## src/rtl/div_hilo_controller.sv

```systemverilog
// Sequencer between the ALU and division_unsigned_32: takes DIV/DIVU requests,
// feeds magnitudes to the divider, sign-corrects its result and owns HI/LO.
module div_hilo_controller #(
   parameter int unsigned TIMEOUT_CYCLES = 128
) (
   input  logic        clock,
   input  logic        reset,
   input  logic        req_valid,
   input  logic        req_signed,
   input  logic [31:0] req_a,
   input  logic [31:0] req_b,
   output logic        req_ready,
   input  logic        wr_hi,
   input  logic        wr_lo,
   input  logic [31:0] wr_data,
   output logic        div_start,
   output logic [31:0] div_operand1,
   output logic [31:0] div_operand2,
   input  logic [63:0] div_result,
   input  logic        div_finish,
   input  logic        div_illegal,
   output logic [31:0] hi,
   output logic [31:0] lo,
   output logic        done,
   output logic        div_by_zero,
   output logic        timeout,
   output logic        wr_err
);

   localparam int CW = $clog2(TIMEOUT_CYCLES + 1);

   typedef enum logic [2:0] {
      S_IDLE,
      S_LOAD,
      S_WAIT,
      S_FIX,
      S_ERR
   } state_t;

   typedef struct packed {
      logic        sign_a;
      logic        sign_b;
      logic [31:0] mag_a;
      logic [31:0] mag_b;
   } op_t;

   state_t        state, state_nx;
   op_t           op_q, op_in;
   logic [CW-1:0] wcnt;
   logic          accept;
   logic          wait_live;
   logic          to_ev;
   logic [31:0]   q, r, fix_hi, fix_lo;

   always_comb begin
      op_in.sign_a = req_signed & req_a[31];
      op_in.sign_b = req_signed & req_b[31];
      op_in.mag_a  = op_in.sign_a ? (~req_a + 32'd1) : req_a;
      op_in.mag_b  = op_in.sign_b ? (~req_b + 32'd1) : req_b;
   end

   assign accept    = req_valid & (state == S_IDLE);
   // the divider's finish/illegal may still be high from the previous op in the first WAIT cycle
   assign wait_live = (wcnt != '0);

   assign q      = div_result[31:0];
   assign r      = div_result[63:32];
   assign fix_lo = (op_q.sign_a ^ op_q.sign_b) ? (~q + 32'd1) : q;
   assign fix_hi = op_q.sign_a ? (~r + 32'd1) : r;

   assign div_operand1 = op_q.mag_a;
   assign div_operand2 = op_q.mag_b;

   always_comb begin
      state_nx  = state;
      to_ev     = 1'b0;
      req_ready = 1'b0;
      div_start = 1'b0;
      case (state)
         S_IDLE: begin
            req_ready = 1'b1;
            if (req_valid)
               state_nx = (req_b == 32'd0) ? S_ERR : S_LOAD;
         end
         S_LOAD: begin
            div_start = 1'b1;
            state_nx  = S_WAIT;
         end
         S_WAIT: begin
            if (wait_live && div_illegal)
               state_nx = S_ERR;
            else if (wait_live && div_finish)
               state_nx = S_FIX;
            else if (wcnt == CW'(TIMEOUT_CYCLES - 1)) begin
               state_nx = S_IDLE;
               to_ev    = 1'b1;
            end
         end
         S_FIX:   state_nx = S_IDLE;
         S_ERR:   state_nx = S_IDLE;
         default: state_nx = S_IDLE;
      endcase
   end

   always_ff @(posedge clock) begin
      if (reset) begin
         state       <= S_IDLE;
         op_q        <= '0;
         wcnt        <= '0;
         hi          <= '0;
         lo          <= '0;
         done        <= 1'b0;
         div_by_zero <= 1'b0;
         timeout     <= 1'b0;
         wr_err      <= 1'b0;
      end else begin
         state       <= state_nx;
         done        <= (state == S_FIX) | (state == S_ERR) | to_ev;
         div_by_zero <= (state == S_ERR);
         timeout     <= to_ev;
         wr_err      <= (wr_hi | wr_lo) & (state != S_IDLE);
         wcnt        <= (state == S_WAIT) ? wcnt + CW'(1) : '0;
         if (accept)
            op_q <= op_in;
         // FIX and IDLE are exclusive, so commit and direct writes never collide
         if (state == S_FIX) begin
            hi <= fix_hi;
            lo <= fix_lo;
         end else if (state == S_IDLE) begin
            if (wr_hi) hi <= wr_data;
            if (wr_lo) lo <= wr_data;
         end
      end
   end

endmodule

```

## config.mk

```make
export PLATFORM = sky130hd
export DESIGN_NAME = div_hilo_controller
export DESIGN_NICKNAME = d
export VERILOG_FILES = /design/src/rtl/div_hilo_controller.sv
export SDC_FILE = /design/constraint.sdc
export NUM_CORES = 1
export LEC_CHECK = 0
export CAP_MARGIN = 20
export CORE_ASPECT_RATIO = 0.8
export CORE_UTILIZATION = 45
export CTS_CLUSTER_DIAMETER = 50
export CTS_CLUSTER_SIZE = 10
export DETAILED_ROUTE_END_ITERATION = 8
export GPL_ROUTABILITY_DRIVEN = 0
export HOLD_SLACK_MARGIN = 0.15
export PLACE_DENSITY_LB_ADDON = 0.2
export RECOVER_POWER = 100
export SYNTH_ARGS = -nofsm -noshare
export SYNTH_HDL_FRONTEND = slang
export SYNTH_SLANG_ARGS = --single-unit
```

## constraint.sdc

```tcl
create_clock -name clock -period 4.25 [get_ports clock]
set_input_delay 1.275 -clock clock [delete_from_list [all_inputs] [get_ports clock]]
set_output_delay 1.275 -clock clock [all_outputs]
set_load 0.005 [all_outputs]
```

==> impl_results.md <==
- Via count: between 9000 and 10000
- Clk sinks: between 100 and 150
- Synth cell types: between 60 and 70
- Die X-Extent: 160.4 µm
- Area Growth Syn to Fin: 36.07%
- Setup TNS: 0 ps
- Async set-reset flop share out of synthesis: 0%
- DP HPWL: ~21 mm
- Maxcap violations: 1
- Clock transition at path regs: 60 ps
- Hold_buf cts: 0
- Critical Path Start Type: input pin
- Max Root-Sink Buffers: 2
- CTS resizes: 0
- Final Core Density: around 64%
- Largest net degree at the start of global routing: 61
- Synth Net Count: 1274
- Synth Warn #: 0
- Crit path capture type: register
- CTS tree: done
- Die area: 20650 µm²
- Fmax: approximately 260 MHz
- Tcrit/Tclk final: 88.81%
- Worst-skew pair later-pin latency: 420 ps
- Synth area leaders: dfxtp_1, xor2_1, buf_4
- GRT Total Usage: around 27%
- Setup bufs post-CTS: 0
- Max Slew Vio Count: 21
- Vias in the first global route: between 8000 and 9000
- IO Count: 302
- Worst slew margin: -7.740%
- Final-stage net count: approximately 1500
- Top-area cell type share of the netlist area: between 30% and 40%
- IR drop worst, VDD: 0.2689 mV
- Psw: 0.001619 W
- Outcome: finished, violations left
- Commonest non-fill, non-tap cells in the layout: clkdlybuf4s50_1, dfxtp_1, dlygate4sd3_1
- Global-route wire length before repair: between 40 and 50 mm
- Flops & latches, synth: approximately 150
- Die height: approximately 130 µm
- Row cnt: 45
- Gate Count Post-Synth: 1100
- Endpoints failing setup: 0
- Root buffer cell: clkbuf_16
- H-Tree Depth: 4
- HP Class: register to register
- First-pass iteration count of the detailed router: 6
- Routed WL: about 29 mm
- Initial Util: a little under half
- Switch share: a little under a third
- CP Class: input pin to register
- Crit-path max FO: 11
- Core box area: 19310 µm²
- Antenna violations before repair: 1
- Post-Syn Area: around 9000 µm²
- Largest area contributor in the netlist: dfxtp_1
- Comb power frac: 35.5%
- Vias/cell: 5.731
- Lkg Pwr: about 4.6 nW
- Number of flops mapped to enable cells by yosys: 0
- Syn Area/Cell: slightly above 8 µm²
- Layout Skew: 11.22 ps
- RSZ-0062 raised after global routing: false
- Final Hold Viols: 0
- DRT iter0 DRCs: between 700 and 800
- Clk pwr share: roughly 30%
- Layout cells sized above 1: between 5 and 6%
- PwrDens: 411.8 nW/µm²
- Reg power frac: roughly a third
- Period minus WS final: 3775 ps
- Remaining global-route overflow: 0
- Least-Margin Pin Slew: between 1500 and 2000 ps
- Crit path required time: around 4600 ps
- Commonest non-fill, non-tap cell in the layout: clkdlybuf4s50_1
- Failing checks: max-capacitance violations, max-slew violations
- Crit path DAT: slightly above 4000 ps
- Post-route ant nets: 0
- Total DRC errors in the routed layout: 0
- Wire per inst: about 18 µm
- Sequential-to-total area share from yosys stat: 32.14%
- TritonCTS Buffers: 17
- Ys flop type: dfxtp_1
- Port Buf Inserts: about 300
- Diodes inserted: 0
- Power Internal: 0.003442 W
cells in the mapped netlist, types with 21 or more instances:
master and count:
a211oi_1 52, o21ai_0 44, buf_4 64, a21oi_1 54, xor2_1 66, o22ai_1 29, xnor2_1 33, dfxtp_1 145
mux2i_1 46, nor2_1 92, nand2_1 90, nor3_1 21, clkbuf_1 57, nor4_1 23
logic make-up after synthesis:
family                   synth area share (%)
AO/OA/AOI/OAI                           21.72
multiplexers                            5.596
flip-flops                              32.14
XOR/XNOR                                9.600
AND/OR/NAND/NOR                         20.99
buffers and inverters                   9.129
adder cells (fa/ha/maj)                0.8311
path summary, 6_finish.rpt:
path | end | cells past startpoint | start | slack [ps]
setup / recovery | div_operand2[28] | 6 | req_b[8] | 480
setup reg to reg | hi[22] | 4 | state[0] | 810
hold reg to reg | div_operand2[9] | 2 | div_operand2[9] | 450
hold / removal | div_operand2[9] | 2 | div_operand2[9] | 450
critical path, stage by stage:
cell	delay, ps
dlygate4sd3_1	620
or4_1	630
or4_4	640
nor2_1	370
a2111oi_0	190
a311o_1	360
state kept, by name, indices dropped and copies added, names as in the netlist, 2 cells and up:
register	count
div_operand1	32
div_operand2	32
hi	32
lo	32
op_q	2
state	3
wcnt	8
final cells by class:
cell class / instances / area [µm²]
Fill cell: 1700 / 7022
Multi-Input combinational cell: 805 / 5246
Timing Repair Buffer: 327 / 3187
Sequential cell: 145 / 2903
Clock buffer: 19 / 432.9
Tap cell: 258 / 322.8
Clock inverter: 12 / 142.6
Inverter: 15 / 56.30
metal layers:
| metal | GRT usage, % | part of all wire [%] | wire (µm) | vias to the layer above |
|---|---|---|---|---|
| met5 | 0 | 0.038 | 11 | - |
| met3 | 8.027 | 8.4 | 2403 | 45 |
| met1 | 36.56 | 46 | 13060 | 4245 |
| met2 | 41.20 | 44 | 12660 | 351 |
| li1 | - | - | - | 4418 |
| met4 | 7.563 | 1.8 | 502 | 2 |
power by group through the flow:
| stage | registers, W | clock network (W) | logic, W |
|---|---|---|---|
| after global placement | 0.00178 | 0 | 0.00187 |
| after global routing | 0.00179 | 0.00159 | 0.00195 |
| after CTS | 0.00177 | 0.00153 | 0.00190 |
| final | 0.00176 | 0.00151 | 0.00180 |
| after detailed placement | 0.00179 | 0 | 0.00189 |
| after floorplan | 0.00177 | 0 | 0.00109 |
stage by stage:
step	hold slack (ps)	total power [W]	instance area (µm²)	cells	setup slack, ps
4_1_cts	459.9	0.005196	12390	1581	780.5
3_3_place_gp	438.9	0.003653	11810	1550	399.6
2_1_floorplan	430.0	0.002860	9032	1100	1059
3_5_place_dp	453.4	0.003681	11810	1550	334.9
6_report	453.2	0.005061	12290	1581	475.5
5_1_grt	477.8	0.005331	12290	1581	361.4
Power figures use the tool's default switching activity.
